===== src/rtl/keypad_entry_pkg.sv =====
// Shared types and constants for the keypad entry front end.
// No logic; consumed by keypad_entry and its bench.
// No flow control involved.
package keypad_pkg;

  // Debounce states for one accepted key
  typedef enum logic [1:0] {
    IDLE       = 2'd0,
    PRESS_PEND = 2'd1,
    HELD       = 2'd2,
    REL_PEND   = 2'd3
  } db_state_t;

  // Key codes by [column][row], row 0 is the top row
  localparam logic [0:3][0:3][3:0] KEY_MAP = 64'h1470_258F_369E_ABCD;

  // Autorepeat: first repeat after this many full scans, then every AUTOREP_NEXT
  localparam int AUTOREP_FIRST = 128;
  localparam int AUTOREP_NEXT  = 32;

  function automatic logic [3:0] key_lookup(input logic [1:0] col, input logic [1:0] row);
    return KEY_MAP[col][row];
  endfunction

endpackage


===== src/rtl/keypad_entry_if.sv =====
// Keypad pins plus MCU-facing entry outputs, bundled for keypad_entry.
// Pure wiring, no latency.
// No backpressure: all outputs are pulses or levels.
interface keypad_entry_if;
  logic        MODE;
  logic [3:0]  ROWS;
  logic        ENTER;
  logic        CLR;
  logic [3:0]  COLS;
  logic [15:0] DIGITS;
  logic [3:0]  KEY_CODE;
  logic        KEY_STROBE;
  logic [15:0] KEY_VAL;
  logic        KEY_VALID;

  // Environment side: keypad and MCU controls
  modport master (
    output MODE, ROWS, ENTER, CLR,
    input  COLS, DIGITS, KEY_CODE, KEY_STROBE, KEY_VAL, KEY_VALID
  );

  // Keypad front end side
  modport slave (
    input  MODE, ROWS, ENTER, CLR,
    output COLS, DIGITS, KEY_CODE, KEY_STROBE, KEY_VAL, KEY_VALID
  );
endinterface


===== src/rtl/keypad_entry_bcd_to_bin.sv =====
// Four-digit packed BCD to binary, 0..9999.
// Combinational, zero latency.
// No flow control.
module bcd_to_bin (
  input  logic [15:0] i_bcd,
  output logic [13:0] o_bin
);
  // Weighted sum of the four decimal digits
  always_comb begin
    o_bin = 14'(i_bcd[15:12]) * 14'd1000
          + 14'(i_bcd[11:8])  * 14'd100
          + 14'(i_bcd[7:4])   * 14'd10
          + 14'(i_bcd[3:0]);
  end
endmodule


===== src/rtl/keypad_entry.sv =====
// 4x4 keypad scan, debounce and 4-digit entry (hex or decimal) for the MCU.
// Accept within DEBOUNCE_SCANS..+1 full scans of a press; ENTER result 1 cycle after edge.
// No backpressure; optional autorepeat under KEYPAD_AUTOREPEAT_EN.
module keypad_entry
  import keypad_pkg::*;
#(
  parameter int SCAN_CYCLES    = 100_000,
  parameter int DEBOUNCE_SCANS = 4
) (
  input  logic          CLK,
  input  logic          RST,
  keypad_entry_if.slave kp
);

  localparam int DW = (SCAN_CYCLES > 1) ? $clog2(SCAN_CYCLES) : 1;
  localparam int CW = $clog2(DEBOUNCE_SCANS + 1);

  logic [DW-1:0] r_dwell;
  logic [1:0]    r_col;
  logic [3:0]    r_cols;
  logic [3:0]    r_rows_s1, r_rows_s2;
  logic [1:0]    r_scan_hits;
  logic [3:0]    r_scan_code;
  db_state_t     r_state, w_state_nxt;
  logic [CW-1:0] r_db_cnt, w_db_cnt_nxt;
  logic [3:0]    r_db_key, w_db_key_nxt;
  logic          r_enter_d, r_clr_d, r_mode_d;
  logic [15:0]   r_digits, r_val;
  logic [3:0]    r_code;
  logic          r_strobe, r_valid;

  logic          w_last, w_scan_done, w_single, w_accept, w_acc_ok;
  logic [2:0]    w_col_hits, w_sum;
  logic [1:0]    w_col_row, w_sum_sat;
  logic [3:0]    w_code;
  logic          w_enter_rise, w_clr_rise, w_mode_chg;
  logic [13:0]   w_bin;

`ifdef KEYPAD_AUTOREPEAT_EN
  logic [7:0]    r_rep_cnt, w_rep_cnt_nxt;
  logic          r_rep_first, w_rep_first_nxt;
`endif

  assign w_last      = (r_dwell == DW'(SCAN_CYCLES - 1));
  assign w_scan_done = w_last && (r_col == 2'd3);

  // Column dwell counter and one-hot-low column drive, wrapping 3->0 without a gap
  always_ff @(posedge CLK or posedge RST) begin
    if (RST) begin
      r_dwell <= '0;
      r_col   <= 2'd0;
      r_cols  <= 4'b1110;
    end else if (w_last) begin
      r_dwell <= '0;
      r_col   <= r_col + 2'd1;
      r_cols  <= ~(4'b0001 << (r_col + 2'd1));
    end else begin
      r_dwell <= r_dwell + DW'(1);
    end
  end

  // Two-flop synchronizer for the asynchronous row inputs
  always_ff @(posedge CLK or posedge RST) begin
    if (RST) begin
      r_rows_s1 <= 4'hF;
      r_rows_s2 <= 4'hF;
    end else begin
      r_rows_s1 <= kp.ROWS;
      r_rows_s2 <= r_rows_s1;
    end
  end

  // Classify the current column sample and fold it into the running scan result
  always_comb begin
    w_col_hits = 3'd0;
    w_col_row  = 2'd0;
    for (int r = 0; r < 4; r++) begin
      if (!r_rows_s2[r]) begin
        w_col_hits = w_col_hits + 3'd1;
        w_col_row  = 2'(r);
      end
    end
    w_sum     = {1'b0, r_scan_hits} + w_col_hits;
    w_sum_sat = (w_sum >= 3'd2) ? 2'd2 : w_sum[1:0];
    w_code    = (w_col_hits != 3'd0) ? key_lookup(r_col, w_col_row) : r_scan_code;
    w_single  = (w_sum == 3'd1);
  end

  // Scan accumulator: hit count saturates at 2 so multi-key scans read as none
  always_ff @(posedge CLK or posedge RST) begin
    if (RST) begin
      r_scan_hits <= 2'd0;
      r_scan_code <= 4'd0;
    end else if (w_last) begin
      r_scan_hits <= (r_col == 2'd3) ? 2'd0 : w_sum_sat;
      r_scan_code <= (r_col == 2'd3) ? 4'd0 : w_code;
    end
  end

  // Debounce next-state; counts scans after the first sighting, so accept lands D..D+1 scans after press
  always_comb begin
    w_state_nxt  = r_state;
    w_db_cnt_nxt = r_db_cnt;
    w_db_key_nxt = r_db_key;
    w_accept     = 1'b0;
`ifdef KEYPAD_AUTOREPEAT_EN
    w_rep_cnt_nxt   = r_rep_cnt;
    w_rep_first_nxt = r_rep_first;
`endif
    if (w_scan_done) begin
      case (r_state)
        IDLE: begin
          if (w_single) begin
            w_state_nxt  = PRESS_PEND;
            w_db_cnt_nxt = '0;
            w_db_key_nxt = w_code;
          end
        end
        PRESS_PEND: begin
          if (!w_single) begin
            w_state_nxt = IDLE;
          end else if (w_code != r_db_key) begin
            w_db_key_nxt = w_code;
            w_db_cnt_nxt = '0;
          end else if (r_db_cnt == CW'(DEBOUNCE_SCANS - 1)) begin
            w_state_nxt  = HELD;
            w_db_cnt_nxt = '0;
            w_accept     = 1'b1;
`ifdef KEYPAD_AUTOREPEAT_EN
            w_rep_cnt_nxt   = 8'd0;
            w_rep_first_nxt = 1'b1;
`endif
          end else begin
            w_db_cnt_nxt = r_db_cnt + CW'(1);
          end
        end
        HELD: begin
          if (!w_single) begin
            w_state_nxt  = REL_PEND;
            w_db_cnt_nxt = '0;
          end else begin
`ifdef KEYPAD_AUTOREPEAT_EN
            if ((r_rep_cnt + 8'd1) == (r_rep_first ? 8'(AUTOREP_FIRST) : 8'(AUTOREP_NEXT))) begin
              w_accept        = 1'b1;
              w_rep_cnt_nxt   = 8'd0;
              w_rep_first_nxt = 1'b0;
            end else begin
              w_rep_cnt_nxt = r_rep_cnt + 8'd1;
            end
`endif
          end
        end
        REL_PEND: begin
          if (w_single) begin
            w_state_nxt = HELD;
          end else if (r_db_cnt == CW'(DEBOUNCE_SCANS - 1)) begin
            w_state_nxt = IDLE;
          end else begin
            w_db_cnt_nxt = r_db_cnt + CW'(1);
          end
        end
        default: w_state_nxt = IDLE;
      endcase
    end
  end

  // Debounce state register
  always_ff @(posedge CLK or posedge RST) begin
    if (RST) begin
      r_state  <= IDLE;
      r_db_cnt <= '0;
      r_db_key <= 4'd0;
    end else begin
      r_state  <= w_state_nxt;
      r_db_cnt <= w_db_cnt_nxt;
      r_db_key <= w_db_key_nxt;
    end
  end

`ifdef KEYPAD_AUTOREPEAT_EN
  // Repeat interval counter, only meaningful while HELD
  always_ff @(posedge CLK or posedge RST) begin
    if (RST) begin
      r_rep_cnt   <= 8'd0;
      r_rep_first <= 1'b1;
    end else begin
      r_rep_cnt   <= w_rep_cnt_nxt;
      r_rep_first <= w_rep_first_nxt;
    end
  end
`endif

  bcd_to_bin u_bcd_to_bin (
    .i_bcd (r_digits),
    .o_bin (w_bin)
  );

  assign w_enter_rise = kp.ENTER & ~r_enter_d;
  assign w_clr_rise   = kp.CLR & ~r_clr_d;
  assign w_mode_chg   = kp.MODE ^ r_mode_d;
  assign w_acc_ok     = w_accept && !(kp.MODE && (r_db_key > 4'd9));

  // Entry register: ENTER beats CLR/MODE clears, which beat a digit accept
  always_ff @(posedge CLK or posedge RST) begin
    if (RST) begin
      r_enter_d <= 1'b0;
      r_clr_d   <= 1'b0;
      r_mode_d  <= 1'b0;
      r_digits  <= 16'h0;
      r_val     <= 16'h0;
      r_code    <= 4'd0;
      r_strobe  <= 1'b0;
      r_valid   <= 1'b0;
    end else begin
      r_enter_d <= kp.ENTER;
      r_clr_d   <= kp.CLR;
      r_mode_d  <= kp.MODE;
      r_strobe  <= 1'b0;
      r_valid   <= 1'b0;
      if (w_enter_rise) begin
        r_val    <= kp.MODE ? {2'b00, w_bin} : r_digits;
        r_valid  <= 1'b1;
        r_digits <= 16'h0;
      end else if (w_clr_rise || w_mode_chg) begin
        r_digits <= 16'h0;
      end else if (w_acc_ok) begin
        r_digits <= {r_digits[11:0], r_db_key};
        r_code   <= r_db_key;
        r_strobe <= 1'b1;
      end
    end
  end

  assign kp.COLS       = r_cols;
  assign kp.DIGITS     = r_digits;
  assign kp.KEY_CODE   = r_code;
  assign kp.KEY_STROBE = r_strobe;
  assign kp.KEY_VAL    = r_val;
  assign kp.KEY_VALID  = r_valid;

endmodule

===== src/flat_wrapper.sv =====
// flat-port wrapper written by rule: the top's interface ports become plain ports
module keypad_entry_flat import keypad_pkg::*;
#(
  parameter int SCAN_CYCLES    = 100_000,
  parameter int DEBOUNCE_SCANS = 4
)
  (CLK, RST, kp_MODE, kp_ROWS, kp_ENTER, kp_CLR, kp_COLS, kp_DIGITS, kp_KEY_CODE, kp_KEY_STROBE, kp_KEY_VAL, kp_KEY_VALID);
  keypad_entry_if kp_i ();
  input  logic CLK;
  input  logic RST;
  input wire logic [$bits(kp_i.MODE)-1:0] kp_MODE;
  input wire logic [$bits(kp_i.ROWS)-1:0] kp_ROWS;
  input wire logic [$bits(kp_i.ENTER)-1:0] kp_ENTER;
  input wire logic [$bits(kp_i.CLR)-1:0] kp_CLR;
  output wire logic [$bits(kp_i.COLS)-1:0] kp_COLS;
  output wire logic [$bits(kp_i.DIGITS)-1:0] kp_DIGITS;
  output wire logic [$bits(kp_i.KEY_CODE)-1:0] kp_KEY_CODE;
  output wire logic [$bits(kp_i.KEY_STROBE)-1:0] kp_KEY_STROBE;
  output wire logic [$bits(kp_i.KEY_VAL)-1:0] kp_KEY_VAL;
  output wire logic [$bits(kp_i.KEY_VALID)-1:0] kp_KEY_VALID;
  assign kp_i.MODE = kp_MODE;
  assign kp_i.ROWS = kp_ROWS;
  assign kp_i.ENTER = kp_ENTER;
  assign kp_i.CLR = kp_CLR;
  assign kp_COLS = kp_i.COLS;
  assign kp_DIGITS = kp_i.DIGITS;
  assign kp_KEY_CODE = kp_i.KEY_CODE;
  assign kp_KEY_STROBE = kp_i.KEY_STROBE;
  assign kp_KEY_VAL = kp_i.KEY_VAL;
  assign kp_KEY_VALID = kp_i.KEY_VALID;
  keypad_entry #(.SCAN_CYCLES(SCAN_CYCLES), .DEBOUNCE_SCANS(DEBOUNCE_SCANS)) u_core (.CLK(CLK), .RST(RST), .kp(kp_i));
endmodule

===== config.mk =====
export PLATFORM = sky130hd
export DESIGN_NAME = keypad_entry_flat
export DESIGN_NICKNAME = d
export VERILOG_FILES = /design/src/rtl/keypad_entry_pkg.sv /design/src/rtl/keypad_entry_if.sv /design/src/rtl/keypad_entry_bcd_to_bin.sv /design/src/rtl/keypad_entry.sv /design/src/flat_wrapper.sv
export SDC_FILE = /design/constraint.sdc
export NUM_CORES = 1
export LEC_CHECK = 0
export ABC_CLOCK_PERIOD_IN_PS = 10300
export CORE_MARGIN = 2
export CORE_UTILIZATION = 35
export CTS_BUF_LIST = sky130_fd_sc_hd__clkbuf_4 sky130_fd_sc_hd__clkbuf_8 sky130_fd_sc_hd__clkbuf_16
export CTS_CLUSTER_DIAMETER = 30
export DETAILED_ROUTE_END_ITERATION = 12
export GPL_TIMING_DRIVEN = 0
export SYNTH_ARGS = -nofsm -noshare
export SYNTH_HDL_FRONTEND = slang
export SYNTH_SLANG_ARGS = --single-unit

===== constraint.sdc =====
create_clock -name CLK -period 10.3 [get_ports CLK]
set_input_delay 2.06 -clock CLK [delete_from_list [all_inputs] [get_ports CLK]]
set_output_delay 2.06 -clock CLK [all_outputs]
set_load 0.02 [all_outputs]

# After elaboration in Yosys (flattened, before gate mapping)
# Cells that the tools add are included.
[totals]
regBits = 87
latch_bits = 0
mem_bits_rw = 0
romBits = 0
output_inout_bits = 42
elab_cells = 127
mem_count = 0
[op_classes]
n_addsub = 10
n_mul = 3
n_div = 0
n_lt_le_gt_ge = 4
eq_ne = 17
shift = 1
n_mux = 51
bitwise = 10
reduce_logical = 13
[op_table]
columns = ["op", "count"]
rows = [
  ["$mux 16", 6],
  ["$bmux 16 s2", 1],
  ["$mux 3", 10],
  ["$mux 4", 7],
  ["$mux 2", 11],
  ["$add 17x1->17 const B", 1],
  ["$eq 17x17->1 const B", 1],
  ["$mux 17", 1],
  ["$add 14x11->14", 1],
  ["$add 14x4->14", 1],
  ["$add 14x8->14", 1],
  ["$pmux 3 s4", 1],
  ["$reduce_and 6->1", 2],
  ["$mul 4x7->11 const B", 1],
  ["$mux 1", 11],
  ["$add 3x1->3 const B", 3],
  ["$mul 4x5->9 const B", 1],
  ["$bmux 4 s2", 1],
  ["$pmux 2 s4", 1],
  ["$pmux 4 s2", 1],
  ["$mul 4x3->7 const B", 1],
  ["$eq 2x2->1 const B", 3],
  ["$ge 3x3->1 const B", 2],
  ["$ne 2x1->1 const B", 3],
  ["26 further kinds", 37],
]

# Longest topological paths before layout
# Gate-level depths: netlist of run 1.
[depth]
ltp_word = 18
mapped_depth = 18
mapped_depth_nobuf = 18

# By module
# Synthesis of run 1 repeated with hierarchy kept, for this count alone.
[unflattened]
hier_cells = 599
hier_area_um2 = 6042.0
[by_module_without_submodules]
columns = ["mod", "instances", "cells_per_inst", "area_per_inst_um2"]
rows = [
  ["keypad_entry", 1, 433, 4503.1],
  ["bcd_to_bin", 1, 166, 1539.0],
]

# Worst setup path after synthesis of run 1
# Ideal clock, no wire load.
[synth_timing]
kind = "reg2reg"
start = "register u_core.r_digits[14] (netlist: u_core.kp.DIGITS[14])"
end = "register u_core.r_val[13] (netlist: u_core.kp.KEY_VAL[13])"
arrival_time_ns = 4.224
path_slack_ns = 5.948
stages_incl_launch_ff = 16
period_less_slack_ns = 4.352
path_cell_list = "dfrtp_1 -> fa_1 -> inv_1 -> fa_1 -> inv_1 -> ha_1 -> a21o_1 -> a21oi_1 -> xor2_1 -> ha_1 -> ha_1 -> ha_1 -> o41ai_1 -> o21ai_0 -> xnor2_1 -> o21ai_0"
[synth_via]
elab_chain_len = 5
[synth_rtl]
columns = ["item", "line", "text"]
rows = [
  ["start, declared", "keypad_entry.sv:28", "logic [15:0] r_digits, r_val;"],
  ["start signal, assigned", "keypad_entry.sv:227", "r_digits <= {r_digits[11:0], r_db_key};"],
  ["$mul 4x7->11", "keypad_entry_bcd_to_bin.sv:10", "o_bin = 14'(i_bcd[15:12]) * 14'd1000"],
  ["$add 14x11->14", "keypad_entry_bcd_to_bin.sv:11", "+ 14'(i_bcd[11:8]) * 14'd100"],
  ["$add 14x8->14", "keypad_entry_bcd_to_bin.sv:12", "+ 14'(i_bcd[7:4]) * 14'd10"],
  ["$add 14x4->14", "keypad_entry_bcd_to_bin.sv:13", "+ 14'(i_bcd[3:0]);"],
  ["$mux 16", "keypad_entry.sv:221", "r_val <= kp.MODE ? {2'b00, w_bin} : r_digits;"],
  ["end signal, assigned", "keypad_entry.sv:221", ""],
  ["end, declared", "keypad_entry.sv:28", ""],
]
# No other way between the ends.
# A chain may end at the register's enable or synchronous reset.

# Final worst setup path of run 1
# Same ends and word-level chain as after synthesis.

==> key figures, run 1 <==
Status
  – Outcome: finished clean

Floorplan
  – Full die area: 18,270 um2
  – I/O pin cnt: 51
  – Core Area: 16,700 um2
  – DIE WIDTH: 135.2 um
  – Die height: 135.2 um
  – Starting density of the core: 36.06%
  – # rows: 47

Clock network
  – CTS root buffer: clkbuf_16
  – Num CTS Buffers: 9
  – Clk buf depth: 2
  – Hold_buf cts: 0
  – Clock transition at the registers of the reported paths: 0.06 ns
  – CTS H-tree depth: 3
  – Clk Latency, worst-skew pair: 0.34 ns
  – PostCTS Resize Cnt: 0
  – Post-CTS setup buffers: 0
  – CTS tree: yes
  – Clk sinks: 87

STA
  – Final WS setup: 5.612 ns
  – Min Hold Slack: 0.3567 ns
  – Max Slew Vio Count: 0
  – Setup Viol. Count Final: 0
  – Final Hold Viols: 0
  – Fmax: 0.2133 GHz
  – Final setup TNS: 0 ns
  – Final period util: 45.52%
  – Clock skew: 0.009569 ns
  – Tmin final: 4.688 ns
  – RSZ-0062 raised after global routing: no
  – Worst-Margin Slew: 0.6335 ns
  – Max transition margin: 57.45%

Detailed routing
  – TritonRoute pass-1 iters: 4
  – Via count: 4,414
  – Wire length per cell: 14.04 um
  – Final WL: 12,580 um
  – Drt first-iter violations: 197
  – Vias per Instance: 4.926
  – DRC: 0
  – Antenna Nets Post-Route: 0

Setup path
  – Largest stage delay, worst path: 0.63 ns
  – Critical path type: flop to flop
  – Worst setup EP type: flop
  – Worst path slowest cell: fa_1
  – CP Data Arrival Time: 4.91 ns
  – Max FO, Critical Path: 8
  – Crit-path cells: fa_1 > inv_1 > fa_1 > inv_1 > ha_1 > a21o_1 > a21oi_1 > xor2_1 > ha_1 > ha_1 > ha_1 > o41ai_1 > o21ai_0 > xnor2_1 > o21ai_0
  – Critical Path RT: 10.52 ns
  – Critical path's most frequent cell: ha_1
  – CP Launch Type: flop
  – Worst r2r path cells: 15

Yosys
  – Post-Synth Simple-Gate Area: 16.00%
  – Post-Syn Nets: 702
  – Synth unique cells: 58
  – Async set-or-reset flop fraction in the synthesized netlist: 100.0%
  – Commonest cells post-synth: dfrtp_1, nand2_1, ha_1
  – Synth Flop Type: dfrtp_1
  – Post-synthesis mux area share: 6.856%
  – Synth Area in Compound Gates: 10.26%
  – Combinational family with the most area after synthesis: adder cells
  – Register area share after synthesis: 36.38%
  – Synth area leader: dfrtp_1
  – Xor/xnor share of the synthesized area: 5.755%
  – Post-Synth Adder-Cell Area: 19.70%
  – Seq cells post-synth: 87
  – Largest cells by area after synthesis: dfrtp_1, ha_1, fa_1, mux2i_1, dfstp_2
  – Most common cell in the netlist: dfrtp_1
  – Post-synth EDFFs: 0
  – Post-Syn Instances: 609
  – Syn. warnings: 0
  – Mapped cell area: 6022 um2
  – Mean Syn Cell Area: 9.888 um2
  – Top-area cell type share of the netlist area: 31.58%

Layout
  – Area growth syn-to-layout: 18.55%
  – N_diodes: 0
  – Final Util: 42.75%
  – Nets@finish: 764
  – Finished Layout Cells: 896
  – Share of layout cells above drive strength 1: 7.101%
  – Final Cell Area: 7139 um2

Power and ir drop
  – Leak: 3.354 nW
  – Total Power Consumption: 0.7466 mW
  – Power per Cell Area: 104.6 nW/um2
  – Peak supply drop: 95.33 uV

Global route
  – Global route overflow: 0
  – Initial antenna violation count: 0
  – Vias in the first global route: 4,480
  – Largest net degree at the start of global routing: 71
  – GRT Total Usage: 14.95%
  – Wire length of the first global-routing pass: 22,010 um

Job
  – Max-cap viol count: 0

Place
  – GP Congestion: 0.8212
  – Placed cell areas: 6828 um2
  – Input/output buffers: 50
  – DP Cell Count: 880
  – Dpl hpwl: 9844 um
  – DP Worst Slack: 5.635 ns

Worst hold path
  – WHS Path Cells: 0
  – Hold Crit Class: flop to flop
cell type report:
class                           count  area [um2]
Timing Repair Buffer               51       528.0
Multi-Input combinational cell    446        3527
Clock inverter                      4       51.30
Buffer                             19       90.09
Inverter                           57       216.5
Fill cell                        1652        9562
Clock buffer                       12       260.3
Sequential cell                    87        2191
Tap cell                          220       275.3
worst max-delay path, delay by kind of cell (launching register included):
kind | cells | cell delay (ns)
buffers and inverters | 2 | 0.14
flip-flops | 1 | 0.52
XOR/XNOR | 2 | 0.35
adder cells (fa/ha/maj) | 6 | 2.29
AO/OA/AOI/OAI | 5 | 1.25
worst paths after layout:
check | startpoint | end | slack [ns]
setup / recovery | u_core.kp.DIGITS[14] | u_core.kp.KEY_VAL[13] | 5.61
hold / removal | u_core.r_rows_s1[2] | u_core.r_rows_s2[2] | 0.36
setup reg to reg | u_core.kp.DIGITS[14] | u_core.kp.KEY_VAL[13] | 5.61
hold reg to reg | u_core.r_rows_s1[2] | u_core.r_rows_s2[2] | 0.36
max in group asynchronous | RST | u_core.kp.COLS[1] | 7.63
min in group asynchronous | RST | u_core.kp.KEY_VAL[0] | 2.00
layout by cell type, fill, tap and decap left out, types with 6 or more instances in the layout:
master,n
a21oi_1,22
nor3_1,10
nor2b_1,6
a21o_1,7
mux2i_1,30
ha_1,66
clkdlybuf4s50_1,50
dfrtp_1,76
xnor2_1,25
nand2_1,71
or3_1,6
clkbuf_1,13
fa_1,18
xor2_1,12
o21ai_0,37
and3_1,8
clkbuf_16,9
dfstp_2,11
nand3_1,18
nor2_1,31
inv_1,56
flip-flops by register name, indices dropped and copies added, names as in the netlist, 2 cells and up, named ones only:
signal              cells
u_core.kp.COLS          4
u_core.r_col            2
u_core.kp.KEY_VAL      16
u_core.r_db_key         4
u_core.r_db_cnt         3
u_core.kp.DIGITS       16
u_core.r_rows_s1        4
u_core.kp.KEY_CODE      4
u_core.r_rows_s2        4
u_core.r_scan_hits      2
u_core.r_dwell         17
u_core.r_scan_code      4
cell families (layout without fill, tap and decap cells):
kind of cell               count (synthesis)  count (layout)
and+or+nand+nor                          186             186
AOI/OAI and AO/OA                        100             100
DFF                                       87              87
adders and majority gates                 84              84
buffers and inverters                     76             143
xor gates and xnor gates                  38              38
muxes                                     38              38
power breakdown:
part | internal (mW) | switching (mW) | total [mW]
Sequential | 0.346 | 0.00161 | 0.347
Combinational | 0.0240 | 0.0382 | 0.0623
Clock | 0.204 | 0.133 | 0.337
routing by layer:
layer	part of all wire (%)	global-route usage (%)	wire length [um]
met1	47	19.03	5861
met2	49	26.06	6192
met3	3.2	3.292	397
met4	1.0	3.414	131
met5	0	0	0
Power figures use the tool's default switching activity.
==> inputs of run 2 (changes only) <==
--- a/config.mk
+++ b/config.mk
@@ -5,7 +5,7 @@
 export SDC_FILE = /design/constraint.sdc
 export NUM_CORES = 1
 export LEC_CHECK = 0
-export ABC_CLOCK_PERIOD_IN_PS = 10300
+export ABC_CLOCK_PERIOD_IN_PS = 3900
 export CORE_MARGIN = 2
 export CORE_UTILIZATION = 35
 export CTS_BUF_LIST = sky130_fd_sc_hd__clkbuf_4 sky130_fd_sc_hd__clkbuf_8 sky130_fd_sc_hd__clkbuf_16
==> constraint.sdc (replaced) <==
create_clock -name CLK -period 3.9 [get_ports CLK]
set_input_delay 0.78 -clock CLK [delete_from_list [all_inputs] [get_ports CLK]]
set_output_delay 0.78 -clock CLK [all_outputs]
set_load 0.02 [all_outputs]
==> run 2 against run 1 <==
Against the previous run: the flow now finishes with violations (setup timing); clock skew increased by 0.00072 ns; clock power increased to 2.6 times the previous value; via count increased by 4.9%; register-to-register slack got worse by 5.7 ns; maximum frequency increased by 17%; highest routed layer unchanged; critical path type unchanged; cell count increased by 3.0%; critical endpoint unchanged; sequential power increased to 2.6 times the previous value; critical path depth increased by 1.
==> key figures, run 2 (synthesized netlist as in run 1, its figures left out) <==
Floorplan
  – Full die area: 18,270 um2 (unchanged)
  – Core Area: 16,700 um2 (unchanged)
  – DIE WIDTH: 135.2 um (unchanged)
  – # rows: 47 (unchanged)
  – Die height: 135.2 um (unchanged)
  – I/O pin cnt: 51 (unchanged)
  – Starting density of the core: 36.06% (unchanged)

Power and ir drop
  – Clock Power Share: 44.2% (-0.9 points)
  – Sw power: 0.4833 mW (+180%)
  – Sw frac: 24.33% (+1.2 points)
  – Power per Cell Area: 259.5 nW/um2 (+150%)
  – Power Internal: 1.503 mW (+160%)
  – Leak: 3.478 nW (+3.7%)
  – Combinational share of power: 9.6% (+1.3 points)
  – Peak supply drop: 315.7 uV (+230%)
  – Reg power frac: 46.2% (-0.3 points)

STA
  – Final period util: 102.8% (+57 points)
  – Max transition margin: 59.80% (+2.4 points)
  – RSZ-0062 raised after global routing: yes
  – Tmin final: 4.008 ns (-0.6801 ns)
  – Final setup TNS: -0.3032 ns (-0.3032 ns)
  – Final WS setup: -0.1081 ns (-5.720 ns)
  – Worst-Margin Slew: 0.5984 ns (-0.03510 ns)
  – Setup Viol. Count Final: 4 (+4)
  – Fmax: 0.2495 GHz (+17%)
  – Max Slew Vio Count: 0 (unchanged)
  – Final Hold Viols: 0 (unchanged)
  – Clock skew: 0.01029 ns (+0.0007217 ns)

Clock network
  – CTS root buffer: clkbuf_16
  – Clock transition at the registers of the reported paths: 0.07 ns (about the same)
  – CTS tree: yes
  – CTS H-tree depth: 3 (unchanged)
  – Clk buf depth: 2 (unchanged)
  – Num CTS Buffers: 9 (unchanged)
  – Hold_buf cts: 0 (unchanged)
  – Clk sinks: 87 (unchanged)
  – Clk Latency, worst-skew pair: 0.35 ns (about the same)

Detailed routing
  – Wire length per cell: 14.49 um (+3.2%)
  – DRC: 0 (unchanged)
  – Vias per Instance: 5.015 (+1.8%)
  – Via count: 4,629 (+4.9%)
  – Antenna Nets Post-Route: 0 (unchanged)
  – Drt first-iter violations: 246 (+25%)
  – Final WL: 13,380 um (+6.3%)
  – TritonRoute pass-1 iters: 6 (+2)

Status
  – Outcome: complete, but fails checks
  – Violated checks: setup timing

Global route
  – Initial antenna violation count: 0 (unchanged)
  – GRT Total Usage: 15.81% (+0.85 points)
  – Global route overflow: 0 (unchanged)
  – Wire length of the first global-routing pass: 23,090 um (+4.9%)
  – Vias in the first global route: 4,603 (+2.7%)
  – Largest net degree at the start of global routing: 71 (unchanged)

Layout
  – FILL cells: 1,568 (-5.1%)
  – Register area: 2196 um2 (+0.23%)
  – Area of the multi-input gates: 3827 um2 (+8.5%)
  – Most frequent cells in the layout: dfrtp_1, nand2_1, ha_1, clkdlybuf4s50_1, inv_1
  – Area growth syn-to-layout: 27.09%
  – N_diodes: 0 (unchanged)
  – Finished Layout Cells: 923 (+3.0%)
  – Share of layout cells above drive strength 1: 16.50% (+9.4 points)
  – Final Util: 45.83% (+3.1 points)
  – Max FFs per register: 17 (unchanged)
  – Register name with the most flops: u_core.r_dwell
  – Nets@finish: 791 (+3.5%)
  – Commonest non-fill, non-tap cell in the layout: dfrtp_1

Place
  – DP Cell Count: 880 (unchanged)
  – GP Congestion: 0.8241 (+0.35%)
  – Dpl hpwl: 9973 um (+1.3%)
  – Input/output buffers: 50 (unchanged)

Setup path
  – Max FO, Critical Path: 3 (-5)
  – Worst path slowest cell: fa_2
  – CP Data Arrival Time: 4.24 ns (-0.67 ns)
  – CP Launch Type: flop
  – Critical Path RT: 4.13 ns (-6.39 ns)
  – Critical path type: flop to flop
  – Worst r2r path cells: 16 (+1)
  – Largest stage delay, worst path: 0.61 ns (-0.02 ns)
  – Crit-path cells: fa_2 > inv_2 > buf_4 > fa_1 > ha_1 > a21oi_2 > xor2_1 > ha_1 > ha_4 > ha_4 > nor2_1 > nor2_1 > o41ai_4 > o21ai_1 > xnor2_1 > o21ai_1
  – R2R Path End: u_core.kp.KEY_VAL[13]
  – Worst flop-to-flop path startpoint: u_core.kp.DIGITS[15]
  – Worst setup EP type: flop
  – Worst R2R Setup Slack: -0.11 ns (-5.72 ns)

Job
  – Max-cap viol count: 0 (unchanged)

Worst hold path
  – WHS Path Cells: 0 (unchanged)
  – Hold Crit Class: flop to flop
  – HP Start: u_core.r_rows_s1[3]
  – Worst Hold Path EP: u_core.r_rows_s2[3]
run 2: power groups by stage:
stage	sequential (mW)	clock, mW	combinational (mW)
floorplan	0.935	0	0.131
global placement	0.934	0	0.173
detailed placement	0.934	0	0.180
CTS	0.917	0.902	0.185
global route	0.918	0.942	0.214
finish	0.917	0.877	0.192
run 2: per-layer routing:
metal | wire length [um] | vias to the layer above | part of all wire [%] | track usage, %
met4 | 187 | 0 | 1.4 | 4.398
met5 | 0 | - | 0 | 0
met1 | 6025 | 2223 | 45 | 20.55
li1 | - | 2288 | - | -
met3 | 569 | 18 | 4.3 | 3.330
met2 | 6593 | 100 | 49 | 26.76
run 2: worst max-delay path by stage:
stage                                    start               endpoint  slack (ns)  cells past startpoint
final                     u_core.kp.DIGITS[15]  u_core.kp.KEY_VAL[13]       -0.11                     16
after detailed placement   u_core.r_rows_s2[2]    u_core.kp.DIGITS[1]       -0.45                     12
after global placement                     RST   u_core.kp.DIGITS[15]       -0.75                      2
after floorplan            u_core.r_rows_s2[1]    u_core.kp.DIGITS[9]       -0.08                     14
after CTS                 u_core.kp.DIGITS[14]  u_core.kp.KEY_VAL[13]       -0.14                     17
after global routing      u_core.kp.DIGITS[15]  u_core.kp.KEY_VAL[11]       -0.24                     17
run 2: area by class of cell:
cell class	count	share of cell area (%)
clock buffers	10	3.041
repair buffers	79	9.792
flip-flops and latches	87	28.69
plain buffers	18	1.193
well taps	220	3.597
clock inverters	6	0.8501
inverters	57	2.828
multi-input cells	446	50.01
run 2: repair_timing:
action                                  in CTS  in global routing
hold endpoints to repair                     0                  0
gates cloned                                 0                  1
endpoints found under the setup margin      25                 27
pin swaps                                   30                 17
setup buffers                               21                  7
resized for setup                           22                 16
run 2: per-stage QoR:
step                      power [mW]  hold WS (ns)  worst slack [ns]  cell area (um2)
final                          1.986        0.3510           -0.1081             7654
after global routing           2.073        0.3573           -0.2415             7654
after CTS                      2.005        0.3530           -0.1439             7565
after detailed placement       1.114        0.3468           -0.4453             7028
after global placement         1.107        0.3455           -0.7471             6998
after floorplan                1.067        0.3452          -0.07672             6222
run 2: critical path: cells and delay by family, from the launching register on:
| family | cells | cell delay (ns) |
|---|---|---|
| AO/OA/AOI/OAI | 4 | 0.57 |
| XOR/XNOR | 2 | 0.32 |
| buffers and inverters | 2 | 0.17 |
| AND/OR/NAND/NOR | 2 | 0.19 |
| adder cells (fa/ha/maj) | 6 | 2.19 |
| flip-flops | 1 | 0.46 |
==> inputs of run 3 (changes only) <==
--- a/config.mk
+++ b/config.mk
@@ -6,12 +6,15 @@
 export NUM_CORES = 1
 export LEC_CHECK = 0
 export ABC_CLOCK_PERIOD_IN_PS = 3900
+export CORE_ASPECT_RATIO = 1.4
 export CORE_MARGIN = 2
 export CORE_UTILIZATION = 35
 export CTS_BUF_LIST = sky130_fd_sc_hd__clkbuf_4 sky130_fd_sc_hd__clkbuf_8 sky130_fd_sc_hd__clkbuf_16
 export CTS_CLUSTER_DIAMETER = 30
 export DETAILED_ROUTE_END_ITERATION = 12
 export GPL_TIMING_DRIVEN = 0
+export SKIP_LAST_GASP = 1
 export SYNTH_ARGS = -nofsm -noshare
 export SYNTH_HDL_FRONTEND = slang
+export SYNTH_HIERARCHICAL = 1
 export SYNTH_SLANG_ARGS = --single-unit
==> run 3 against run 2 <==
Against the previous run: the run still ends with setup timing left; non-clock buffer count decreased by 9; core utilization decreased by 1.4 points; sequential share of layout area up 0.76 points; die area grew 0.41%; critical path depth unchanged; maximum frequency shrank 4.2%; register-to-register slack got worse by 0.18 ns; cell count decreased by 4.3%; critical path type unchanged; critical endpoint is now u_core/kp.KEY_VAL[13].
==> key figures, run 3 <==
Status
  – Outcome: complete, but fails checks
  – Violated checks: setup timing

Yosys
  – Register area share after synthesis: 36.26% (-0.12 points)
  – Synth area leader: dfrtp_1
  – Commonest cells post-synth: dfrtp_1, nand2_1, ha_1
  – Most common cell in the netlist: dfrtp_1
  – Async set-or-reset flop fraction in the synthesized netlist: 100.0% (unchanged)
  – Post-Syn Nets: 691 (-1.6%)
  – Post-synth EDFFs: 0 (unchanged)
  – Synth Flop Type: dfrtp_1
  – Mapped cell area: 6042 um2 (+0.33%)
  – Largest cells by area after synthesis: dfrtp_1, ha_1, fa_1, mux2i_1, dfstp_2
  – Mean Syn Cell Area: 10.09 um2 (+2.0%)
  – Syn. warnings: 6 (+6)
  – Synth unique cells: 65 (+12%)
  – Seq cells post-synth: 87 (unchanged)
  – Top-area cell type share of the netlist area: 31.48% (-0.10 points)
  – Post-Syn Instances: 599 (-1.6%)

Detailed routing
  – Vias per Instance: 5.258 (+4.8%)
  – Via count: 4,643 (+0.30%)
  – Antenna Nets Post-Route: 0 (unchanged)
  – Final WL: 14,040 um (+4.9%)
  – Drt first-iter violations: 180 (-27%)
  – Wire length per cell: 15.90 um (+9.7%)
  – DRC: 0 (unchanged)
  – TritonRoute pass-1 iters: 4 (-2)

Clock network
  – CTS tree: yes
  – CTS H-tree depth: 3 (unchanged)
  – Clock transition at the registers of the reported paths: 0.07 ns (about the same)
  – CTS root buffer: clkbuf_16
  – Clk Latency, worst-skew pair: 0.34 ns (about the same)
  – Clk sinks: 87 (unchanged)
  – Num CTS Buffers: 9 (unchanged)
  – Clk buf depth: 2 (unchanged)

Place
  – GP Congestion: 0.8913 (+8.2%)
  – DP Cell Count: 853 (-3.1%)
  – Placed cell areas: 6962 um2 (-0.94%)
  – Dpl hpwl: 10,700 um (+7.3%)
  – Input/output buffers: 50 (unchanged)

Setup path
  – Worst flop-to-flop path startpoint: u_core/kp.DIGITS[13]
  – Worst setup EP type: flop
  – CP Data Arrival Time: 4.45 ns (+0.21 ns)
  – CP Launch Type: flop
  – Worst R2R Setup Slack: -0.28 ns (-0.18 ns)
  – Crit. Startpoint: u_core/kp.DIGITS[13]
  – Critical path type: flop to flop
  – Max FO, Critical Path: 7 (+4)
  – Critical Path RT: 4.16 ns (+0.03 ns)

Global route
  – Global route overflow: 0 (unchanged)
  – Largest net degree at the start of global routing: 63 (-11%)
  – GRT Total Usage: 16.19% (+0.38 points)
  – Wire length of the first global-routing pass: 23,860 um (+3.3%)
  – Vias in the first global route: 4,892 (+6.3%)
  – Initial antenna violation count: 0 (unchanged)

Worst hold path
  – HP Start: u_core/r_rows_s1[3]
  – Hold Crit Class: flop to flop

Power and ir drop
  – Leak: 3.500 nW (+0.64%)
  – Peak supply drop: 173.8 uV (-45%)
  – Total Power Consumption: 1.985 mW (about the same)
  – Power per Cell Area: 266.0 nW/um2 (+2.5%)

Floorplan
  – Full die area: 18,350 um2 (+0.41%)
  – Die height: 159.5 um (+18%)
  – I/O pin cnt: 51 (unchanged)
  – DIE WIDTH: 115.0 um (-15%)
  – Core Area: 16,820 um2 (+0.69%)
  – # rows: 56 (+19%)
  – Starting density of the core: 35.93% (-0.13 points)

Layout
  – Final Cell Area: 7463 um2 (-2.5%)
  – Commonest non-fill, non-tap cell in the layout: dfrtp_1
  – Max FFs per register: 17 (unchanged)
  – Share of layout cells above drive strength 1: 15.29% (-1.2 points)
  – N_diodes: 0 (unchanged)
  – Nets@finish: 767 (-3.0%)
  – Finished Layout Cells: 883 (-4.3%)
  – FILL cells: 1,624 (+3.6%)
  – Most frequent cells in the layout: dfrtp_1, nand2_1, ha_1, clkdlybuf4s50_1, inv_1
  – Area growth syn-to-layout: 23.52%
  – Register name with the most flops: u_core/r_dwell

STA
  – Final setup TNS: -0.6368 ns (-0.3336 ns)
  – Final Hold Viols: 0 (unchanged)
  – Clock skew: 0.01253 ns (+0.002235 ns)
  – RSZ-0062 raised after global routing: yes
  – Max Slew Vio Count: 0 (unchanged)
  – Final period util: 107.3% (+4.5 points)
  – Worst-Margin Slew: 0.7617 ns (+0.1633 ns)
  – Setup Viol. Count Final: 5 (+1)
  – Max transition margin: 49.22% (-11 points)
  – Fmax: 0.2390 GHz (-4.2%)
  – Final WS setup: -0.2847 ns (-0.1766 ns)
  – Tmin final: 4.185 ns (+0.1766 ns)
  – Min Hold Slack: 0.3553 ns (+0.004336 ns)

Job
  – Max-cap viol count: 0 (unchanged)
-- run 3: cell count changes in the layout (fill, tap and decap cells not counted), sizes merged, moves of 4 or more --
cell and change:
nand4 +8, inv -13, xor2 +6, buf -9
a21oi -5, nand3 -5, nor4b +4, o41ai -5
clkinvlp +4, or3 -4
-- run 3: what timing repair did --
item                       4_1_cts  5_1_grt
resized for setup               21        7
pin swaps                       24       14
setup buffers                   14        0
hold buffers                     0        0
setup endpoints to repair       24       27
-- run 3: kinds of logic after synthesis --
family                   after synthesis  share of synthesized area, %
buffers and inverters                 69                         4.908
XOR/XNOR                              42                         6.585
flip-flops                            87                         36.26
AND/OR/NAND/NOR                      179                         15.47
adder cells (fa/ha/maj)               83                         19.42
AO/OA/AOI/OAI                        103                         11.04
multiplexers                          36                         6.316
-- run 3: layer usage --
metal / GRT usage (%) / routed length (um) / vias up
met3: 1.941 / 282 / 16
met4: 5.586 / 210 / 0
li1: - / - / 2232
met1: 18.32 / 5701 / 2330
met5: 0 / 0 / -
met2: 30.56 / 7842 / 65
-- run 3: report_power, final --
group / total, mW / switching [mW] / internal (mW)
logic: 0.183 / 0.116 / 0.0676
clock network: 0.885 / 0.369 / 0.516
registers: 0.916 / 0.00409 / 0.912
-- run 3: path summary, 6_finish.rpt --
| check | endpoint | cells after the start |
|---|---|---|
| worst max-delay path | u_core/kp.KEY_VAL[13] | 16 |
| worst min-delay path | u_core/r_rows_s2[3] | 0 |
| worst max register to register | u_core/kp.KEY_VAL[13] | 16 |
| worst min register to register | u_core/r_rows_s2[3] | 0 |
| max in group asynchronous | u_core/kp.DIGITS[14] | 3 |
| min in group asynchronous | u_core/r_scan_hits[0] | 2 |
-- run 3: layout make-up --
class / instances / area [um2] / share of cell area, %
buffer: 23 / 123.9 / 1.660
timing repair buffer: 65 / 633.1 / 8.483
multi-input combinational: 443 / 3771 / 50.53
clock inverter: 6 / 68.82 / 0.9220
sequential: 87 / 2198 / 29.46
clock buffer: 10 / 239.0 / 3.202
inverter: 46 / 175.2 / 2.347
tap: 203 / 254.0 / 3.403
-- run 3: per-stage QoR --
stage | setup WS (ns) | util [%]
floorplan | -0.03499 | -
global placement | -0.8631 | 41.22
detailed placement | -0.4373 | 41.40
CTS | -0.3035 | 44.25
global route | -0.4474 | 44.38
finish | -0.2847 | 44.38
-- run 3: critical path, cell delays in order (launching register included) --
cell	delay (ns)
dfrtp_2	0.50
fa_2	0.64
fa_1	0.46
ha_4	0.24
a21o_1	0.17
a21oi_2	0.17
xor2_1	0.18
ha_1	0.28
ha_4	0.28
ha_4	0.21
a21o_1	0.19
a21oi_2	0.14
o31ai_2	0.09
a21oi_2	0.15
xnor2_1	0.14
mux2i_1	0.10
o21ai_1	0.16
